[src/rtl/vga_pkg.sv]
// Shared constants and types for the VGA read-side scanout.
// 640x480@60 timing, 160x120 RGB332 frame buffer.
package vga_pkg;

    // Width of the pixel counters (h up to 799, v up to 524).
    localparam int CNT_W = 10;

    // Horizontal timing in pixel ticks.
    localparam logic [CNT_W-1:0] H_ACTIVE = 10'd640;
    localparam logic [CNT_W-1:0] H_FP     = 10'd16;
    localparam logic [CNT_W-1:0] H_SYNC   = 10'd96;
    localparam logic [CNT_W-1:0] H_BP     = 10'd48;
    localparam logic [CNT_W-1:0] H_TOTAL  = H_ACTIVE + H_FP + H_SYNC + H_BP;

    // Vertical timing in lines.
    localparam logic [CNT_W-1:0] V_ACTIVE = 10'd480;
    localparam logic [CNT_W-1:0] V_FP     = 10'd10;
    localparam logic [CNT_W-1:0] V_SYNC   = 10'd2;
    localparam logic [CNT_W-1:0] V_BP     = 10'd33;
    localparam logic [CNT_W-1:0] V_TOTAL  = V_ACTIVE + V_FP + V_SYNC + V_BP;

    // Derived decode points: sync windows are [BEG, END).
    localparam logic [CNT_W-1:0] H_LAST     = H_TOTAL - 10'd1;
    localparam logic [CNT_W-1:0] V_LAST     = V_TOTAL - 10'd1;
    localparam logic [CNT_W-1:0] H_SYNC_BEG = H_ACTIVE + H_FP;
    localparam logic [CNT_W-1:0] H_SYNC_END = H_SYNC_BEG + H_SYNC;
    localparam logic [CNT_W-1:0] V_SYNC_BEG = V_ACTIVE + V_FP;
    localparam logic [CNT_W-1:0] V_SYNC_END = V_SYNC_BEG + V_SYNC;

    localparam int FB_ROWS = 120;

    // RGB332 field positions inside a frame-buffer word.
    localparam int RGB_R_HI = 7;
    localparam int RGB_R_LO = 5;
    localparam int RGB_G_HI = 4;
    localparam int RGB_G_LO = 2;
    localparam int RGB_B_HI = 1;
    localparam int RGB_B_LO = 0;

    // Registered sync/blank bundle; sync levels are active-low.
    typedef struct packed {
        logic hs;
        logic vs;
        logic de;
    } vga_sync_t;

    localparam vga_sync_t SYNC_IDLE = '{hs: 1'b1, vs: 1'b1, de: 1'b0};

    // Colour-bar index for the test pattern: eight bars of 80 pixels.
    function automatic logic [2:0] bar_index(input logic [CNT_W-1:0] h);
        return 3'(h / 10'd80);
    endfunction

endpackage

[src/rtl/vga_timing.sv]
// Pixel counters, sync/blank decode and frame-start pulse for 640x480@60.
// The sync bundle is registered on the pixel tick so it lines up with the
// colour register in the top level (one tick behind the counters).
module vga_timing
    import vga_pkg::*;
(
    input  logic             clk,
    input  logic             rst_n,
    input  logic             pix_en,
    output logic [CNT_W-1:0] h_cnt,
    output logic [CNT_W-1:0] v_cnt,
    output logic             active,
    output vga_sync_t        sync_q,
    output logic             frame_start
);

    logic      h_last;
    logic      v_last;
    vga_sync_t sync_d;

    assign h_last = (h_cnt == H_LAST);
    assign v_last = (v_cnt == V_LAST);
    assign active = (h_cnt < H_ACTIVE) && (v_cnt < V_ACTIVE);

    // Raster counters: advance one pixel per tick, wrap line and frame.
    always_ff @(posedge clk or negedge rst_n) begin
        if (!rst_n) begin
            h_cnt <= '0;
            v_cnt <= '0;
        end else if (pix_en) begin
            if (h_last) begin
                h_cnt <= '0;
                v_cnt <= v_last ? '0 : v_cnt + 10'd1;
            end else begin
                h_cnt <= h_cnt + 10'd1;
            end
        end
    end

    // Sync/blank decode of the current counter position.
    always_comb begin
        sync_d    = SYNC_IDLE;
        sync_d.hs = !((h_cnt >= H_SYNC_BEG) && (h_cnt < H_SYNC_END));
        sync_d.vs = !((v_cnt >= V_SYNC_BEG) && (v_cnt < V_SYNC_END));
        sync_d.de = active;
    end

    // Sync register: one tick behind the counters, same as the colour path.
    always_ff @(posedge clk or negedge rst_n) begin
        if (!rst_n) begin
            sync_q <= SYNC_IDLE;
        end else if (pix_en) begin
            sync_q <= sync_d;
        end
    end

    // One-clk pulse following the tick that wraps (799,524) -> (0,0).
    always_ff @(posedge clk or negedge rst_n) begin
        if (!rst_n) begin
            frame_start <= 1'b0;
        end else begin
            frame_start <= pix_en && h_last && v_last;
        end
    end

endmodule

[src/rtl/vga_scanout.sv]
// VGA scanout: reads the frame buffer through RAM port B and drives the DAC.
// Optional build macro VGA_SCANOUT_TEST_PATTERN_EN adds a test_mode input
// that replaces frame-buffer colour with eight vertical colour bars.
//
// The RAM returns data one clk after the address. Because pix_en is never
// high on consecutive clks, mem_q for the current counters is always settled
// by the next tick, which is where the colour register samples it.
module vga_scanout
    import vga_pkg::*;
#(
    parameter int DATA_WIDTH  = 8,
    parameter int ADDR_WIDTH  = 16,
    parameter int FB_WIDTH    = 160,
    parameter int SCALE_SHIFT = 2
) (
    input  logic                  clk,
    input  logic                  rst_n,
    input  logic                  pix_en,
`ifdef VGA_SCANOUT_TEST_PATTERN_EN
    input  logic                  test_mode,
`endif
    output logic [ADDR_WIDTH-1:0] mem_addr,
    input  logic [DATA_WIDTH-1:0] mem_q,
    output logic [2:0]            vga_r,
    output logic [2:0]            vga_g,
    output logic [1:0]            vga_b,
    output logic                  vga_hs,
    output logic                  vga_vs,
    output logic                  vga_de,
    output logic                  frame_start
);

    logic [CNT_W-1:0]      h_cnt;
    logic [CNT_W-1:0]      v_cnt;
    logic                  active;
    vga_sync_t             sync_q;
    logic [ADDR_WIDTH-1:0] fb_x;
    logic [ADDR_WIDTH-1:0] fb_y;
    logic [ADDR_WIDTH-1:0] row_base;
    logic [2:0]            r_d;
    logic [2:0]            g_d;
    logic [1:0]            b_d;
`ifdef VGA_SCANOUT_TEST_PATTERN_EN
    logic [2:0]            bar;
`endif

    vga_timing u_timing (
        .clk         (clk),
        .rst_n       (rst_n),
        .pix_en      (pix_en),
        .h_cnt       (h_cnt),
        .v_cnt       (v_cnt),
        .active      (active),
        .sync_q      (sync_q),
        .frame_start (frame_start)
    );

    // Screen -> buffer coordinates by dropping the scale bits.
    assign fb_x = ADDR_WIDTH'(h_cnt >> SCALE_SHIFT);
    assign fb_y = ADDR_WIDTH'(v_cnt >> SCALE_SHIFT);

    // Row base: 160 = 128 + 32, so two shifted adds replace the multiplier.
    generate
        if (FB_WIDTH == 160) begin : g_row_shift
            assign row_base = (fb_y << 7) + (fb_y << 5);
        end else begin : g_row_mul
            assign row_base = fb_y * ADDR_WIDTH'(FB_WIDTH);
        end
    endgenerate

    // Blanking drives address 0 so the RAM never sees an out-of-range read.
    assign mem_addr = active ? (row_base + fb_x) : '0;

    // Pixel colour for the current counters; black outside the active area.
    always_comb begin
        r_d = mem_q[RGB_R_HI:RGB_R_LO];
        g_d = mem_q[RGB_G_HI:RGB_G_LO];
        b_d = mem_q[RGB_B_HI:RGB_B_LO];
`ifdef VGA_SCANOUT_TEST_PATTERN_EN
        bar = bar_index(h_cnt);
        if (test_mode) begin
            r_d = {3{bar[2]}};
            g_d = {3{bar[1]}};
            b_d = {2{bar[0]}};
        end
`endif
        if (!active) begin
            r_d = '0;
            g_d = '0;
            b_d = '0;
        end
    end

    // Colour register: sampled on the tick that moves the counters on.
    always_ff @(posedge clk or negedge rst_n) begin
        if (!rst_n) begin
            vga_r <= '0;
            vga_g <= '0;
            vga_b <= '0;
        end else if (pix_en) begin
            vga_r <= r_d;
            vga_g <= g_d;
            vga_b <= b_d;
        end
    end

    assign vga_hs = sync_q.hs;
    assign vga_vs = sync_q.vs;
    assign vga_de = sync_q.de;

endmodule

[config.mk]
export PLATFORM = sky130hd
export DESIGN_NAME = vga_scanout
export DESIGN_NICKNAME = d
export VERILOG_FILES = /design/src/rtl/vga_pkg.sv /design/src/rtl/vga_timing.sv /design/src/rtl/vga_scanout.sv
export SDC_FILE = /design/constraint.sdc
export NUM_CORES = 1
export LEC_CHECK = 0
export BUFFER_PORTS_ARGS = -buffer_cell sky130_fd_sc_hd__buf_2
export CORE_MARGIN = 5
export CORE_UTILIZATION = 35
export CTS_CLUSTER_DIAMETER = 30
export DETAILED_ROUTE_END_ITERATION = 8
export PLACE_DENSITY_LB_ADDON = 0.2
export SYNTH_ARGS = -nofsm -noshare
export SYNTH_HDL_FRONTEND = slang
export SYNTH_SLANG_ARGS = --single-unit
export TNS_END_PERCENT = 5
[constraint.sdc]
create_clock -name clk -period 5.3 [get_ports clk]
set_clock_uncertainty 0.1 [all_clocks]
set_input_delay 0.53 -clock clk [delete_from_list [all_inputs] [get_ports clk]]
set_output_delay 0.53 -clock clk [all_outputs]
set_load 0.02 [all_outputs]
==> metrics.log <==
[metrics] result of the run: finished clean
[metrics] Initial Util: 0.363
[metrics] cell types occupying the most area after synthesis: sky130_fd_sc_hd__dfrtp_1 35%, sky130_fd_sc_hd__ha_1 11%, sky130_fd_sc_hd__o21ai_0 4.6%
[metrics] setup-violating endpoint count in the final report: 0
[metrics] final design utilization: 0.417
[metrics] Setup crit start kind: register
[metrics] CP Capture Point: mem_addr[12]
[metrics] HPWL after detailed placement: 3310 µm
[metrics] post-CTS setup buffer count: 0
[metrics] proportion of power drawn by flip-flops and latches: 0.457
[metrics] insertion delay to the later sink of the worst-skew pair: 0.28 ns
[metrics] Worst Path Arrival: 2.70 ns
[metrics] global-route met1 utilization: 0.179
[metrics] async set or reset register ratio after synthesis: 1.00
[metrics] average wire per standard cell: 13.0 µm
[metrics] area delta synth->final: 14.8%
[metrics] Final Routed Wirelength: 4470 µm
[metrics] IO Count: 39
[metrics] number of flip-flops and latches in the synthesized netlist: 32
[metrics] Filler Cells Inserted: 581
[metrics] number of buffers created by CTS: 5
[metrics] ant diodes: 0
[metrics] number of global-route vias before repair: 1661
[metrics] transition at the pin with the smallest max-transition slack: 0.720 ns
[metrics] area share of the largest cell type after synthesis: 0.345
[metrics] logic gate share of total power: 0.201
[metrics] classification of the worst-slack hold path: in2async
[metrics] core region area: 0.00599 mm²
[metrics] vias after detailed routing: 1695
[metrics] number of remaining DRC errors: 0
[metrics] total of buffers placed on input and output ports: 37
[metrics] Cell Area, Synth: 0.00217 mm²
[metrics] die height: 88.8 µm
[metrics] Max Freq: 300 MHz
[metrics] net load switching power: 0.214 mW
[metrics] number of flops mapped to enable cells by yosys: 0
[metrics] pin count of the biggest net entering global routing: 33
[metrics] Max transition margin: 0.520
[metrics] final worst-path cycle share: 0.629
[metrics] Synth Instances: 236
[metrics] fraction of power consumed by the clock network: 0.343
[metrics] overall routing resource usage: 0.126
[metrics] source of the critical timing path: u_timing.v_cnt[4]
[metrics] global-route wire length before repair: 7810 µm
[metrics] leakage: 1.23 nW
[metrics] Netlist cell types: 49
[metrics] Power Dens Cells: 275 mW/mm²
[metrics] number of nets still failing antenna checks after routing: 0
[metrics] CTS clk-pin slew, worst paths: 0.07 ns
[metrics] P_int: 0.473 mW
[metrics] number of nets in the synthesized netlist: 268
[metrics] total power of the final layout: 0.686 mW
[metrics] count of max-cap constraint violations: 0
[metrics] first-iteration detailed-routing DRC count: 70
[metrics] sequential share of the synthesized area: 0.369
[metrics] startpoint-to-endpoint class of the critical path: reg2out
[metrics] Pre-antenna DRT Iters: 4
[metrics] count of cells along the worst register-to-register path: 5
[metrics] post-cts sizing count: 0
[metrics] GR met2 Demand/Resource: 0.188
[metrics] RSZ-0062 raised after global routing: false
[metrics] launch point of the worst reg-to-reg path: u_timing.h_cnt[0]
[metrics] flop-to-flop setup slack: 3.40 ns
[metrics] largest fanout on the critical path: 8
[metrics] most used routing layer: met2
[metrics] initial antenna violation count: 0
[metrics] met3 Use GR: 0.0335
[metrics] standard-cell rows: 28
[metrics] post-layout instance area: 0.00250 mm²
[metrics] Synth Warn #: 0
[metrics] library cell occupying the most area in the post-synthesis netlist: sky130_fd_sc_hd__dfrtp_1
[metrics] Longest Clk Path Bufs: 2
[metrics] Final Hold Violating Endpoints: 0
[metrics] most instantiated library cell after synthesis: sky130_fd_sc_hd__dfrtp_1
[metrics] reg-to-reg endpoint: u_timing.v_cnt[4]
[metrics] total overflow reported by the global router: 0
[metrics] die area: 0.00789 mm²
[metrics] worst supply voltage drop on vdd: 0.000172 V
[metrics] min cycle time layout: 3.33 ns
[metrics] Clock Sinks: 32
[metrics] synthesized area per cell: 9.21 µm²
[metrics] final slew viol count: 0
[metrics] Final nets: 300
[metrics] fraction of power spent switching nets: 0.311
[metrics] Worst EP required: 4.67 ns
[metrics] list of most frequent post-synthesis cells: 30 x sky130_fd_sc_hd__dfrtp_1, 21 x sky130_fd_sc_hd__inv_1, 20 x sky130_fd_sc_hd__o21ai_0
[metrics] nature of the critical path endpoint: output pin
[metrics] top_reg_cell synth: sky130_fd_sc_hd__dfrtp_1
[metrics] CTS tree: built
[metrics] hold buffers post-CTS: 0
[metrics] Post-DP Area: 0.00238 mm²
[metrics] layout cell share with drive strength beyond 1: 0.212
[metrics] H-Tree Depth: 2
[metrics] routed vias/inst: 4.93
[metrics] clock root buffer: sky130_fd_sc_hd__clkbuf_8
[metrics] Setup TNS Final: 0 ns
[metrics] weighted congestion reported at the end of routability-driven placement: 0.799
[metrics] overall die width: 88.8 µm
-- flip-flops by register name (all words and copies together), names as in the netlist --
register,cells
u_timing.h_cnt,10
u_timing.sync_q,3
u_timing.frame_start,1
vga_r,3
u_timing.v_cnt,10
vga_g,3
vga_b,2
-- cell usage in the layout, fill, tap and decap left out, types with 2 or more instances in the layout --
| cell | n |
|---|---|
| sky130_fd_sc_hd__xor2_1 | 6 |
| sky130_fd_sc_hd__o21a_1 | 4 |
| sky130_fd_sc_hd__nand2_1 | 15 |
| sky130_fd_sc_hd__clkbuf_8 | 5 |
| sky130_fd_sc_hd__and4bb_2 | 3 |
| sky130_fd_sc_hd__a21oi_1 | 3 |
| sky130_fd_sc_hd__a211oi_1 | 2 |
| sky130_fd_sc_hd__and3_1 | 5 |
| sky130_fd_sc_hd__nor2b_1 | 2 |
| sky130_fd_sc_hd__a21o_1 | 2 |
| sky130_fd_sc_hd__nand3_1 | 15 |
| sky130_fd_sc_hd__dfstp_2 | 2 |
| sky130_fd_sc_hd__nand4_1 | 4 |
| sky130_fd_sc_hd__o31a_1 | 3 |
| sky130_fd_sc_hd__nor3_1 | 8 |
| sky130_fd_sc_hd__nand2b_1 | 2 |
| sky130_fd_sc_hd__inv_1 | 21 |
| sky130_fd_sc_hd__fa_1 | 2 |
| sky130_fd_sc_hd__o2111ai_1 | 2 |
| sky130_fd_sc_hd__ha_1 | 19 |
| sky130_fd_sc_hd__a31oi_1 | 4 |
| sky130_fd_sc_hd__o21ai_0 | 20 |
| sky130_fd_sc_hd__dfrtp_1 | 30 |
| sky130_fd_sc_hd__xnor2_1 | 6 |
| sky130_fd_sc_hd__o31ai_1 | 3 |
| sky130_fd_sc_hd__nor2_1 | 13 |
| sky130_fd_sc_hd__and2_1 | 11 |
| sky130_fd_sc_hd__buf_2 | 37 |
-- per-layer routing --
layer / vias to the layer above / wire length, µm
met5: - / 0
met4: 0 / 30
met3: 3 / 157
met2: 23 / 2040
met1: 785 / 2240
li1: 884 / -
-- per-stage QoR --
step                      worst slack [ns]  instances  hold WS, ns
after global placement                2.35        336        0.377
after floorplan                       2.30        236        0.134
after CTS                             1.97        344        0.229
after global routing                  1.73        344        0.260
after detailed placement              2.28        336        0.376
final                                 1.97        344        0.198
-- final cells by class --
class,count,area [µm²],share of cell area
sequential,32,803,0.322
inverter,21,78.8,0.0316
clock buffer,5,68.8,0.0276
multi-input combinational,171,1220,0.490
tap,75,93.8,0.0376
clock inverter,3,42.5,0.0170
timing repair buffer,37,185,0.0742
-- worst min-delay path by stage --
stage                     slack (ns)                    to  cells after the start               start
after floorplan                 0.13  u_timing.frame_start                      0               rst_n
after global placement          0.38    u_timing.sync_q[1]                      2  u_timing.sync_q[1]
after detailed placement        0.38    u_timing.sync_q[1]                      2  u_timing.sync_q[1]
after CTS                       0.23     u_timing.h_cnt[0]                      1               rst_n
after global routing            0.26     u_timing.h_cnt[0]                      1               rst_n
final                           0.20     u_timing.h_cnt[0]                      1               rst_n
-- power by group through the flow --
stage | Combinational (mW) | Sequential (mW) | Clock (mW)
detailed placement | 0.139 | 0.319 | 0
global route | 0.154 | 0.321 | 0.253
CTS | 0.141 | 0.314 | 0.242
floorplan | 0.115 | 0.303 | 0
global placement | 0.138 | 0.319 | 0
finish | 0.138 | 0.313 | 0.235
-- critical path: stages, from the launching register on --
cell                       delay, ns
sky130_fd_sc_hd__dfrtp_1        0.47
sky130_fd_sc_hd__inv_1          0.12
sky130_fd_sc_hd__fa_1           0.51
sky130_fd_sc_hd__fa_1           0.45
sky130_fd_sc_hd__nor2b_1        0.21
sky130_fd_sc_hd__o31a_1         0.20
sky130_fd_sc_hd__o21ai_0        0.08
sky130_fd_sc_hd__a211oi_1       0.19
sky130_fd_sc_hd__buf_2          0.19
-- cells by family (layout without fill, tap and decap cells) --
group | count (synthesis) | after routing | share of synthesized area
adders and majority gates | 21 | 21 | 0.128
other | 1 | 1 | 0.00172
and+or+nand+nor | 90 | 90 | 0.245
xor gates and xnor gates | 12 | 12 | 0.0483
muxes | 2 | 2 | 0.00978
AOI/OAI and AO/OA | 45 | 45 | 0.130
DFF | 32 | 32 | 0.369
buffers and inverters | 33 | 66 | 0.0679
Power figures use the tool's default switching activity.
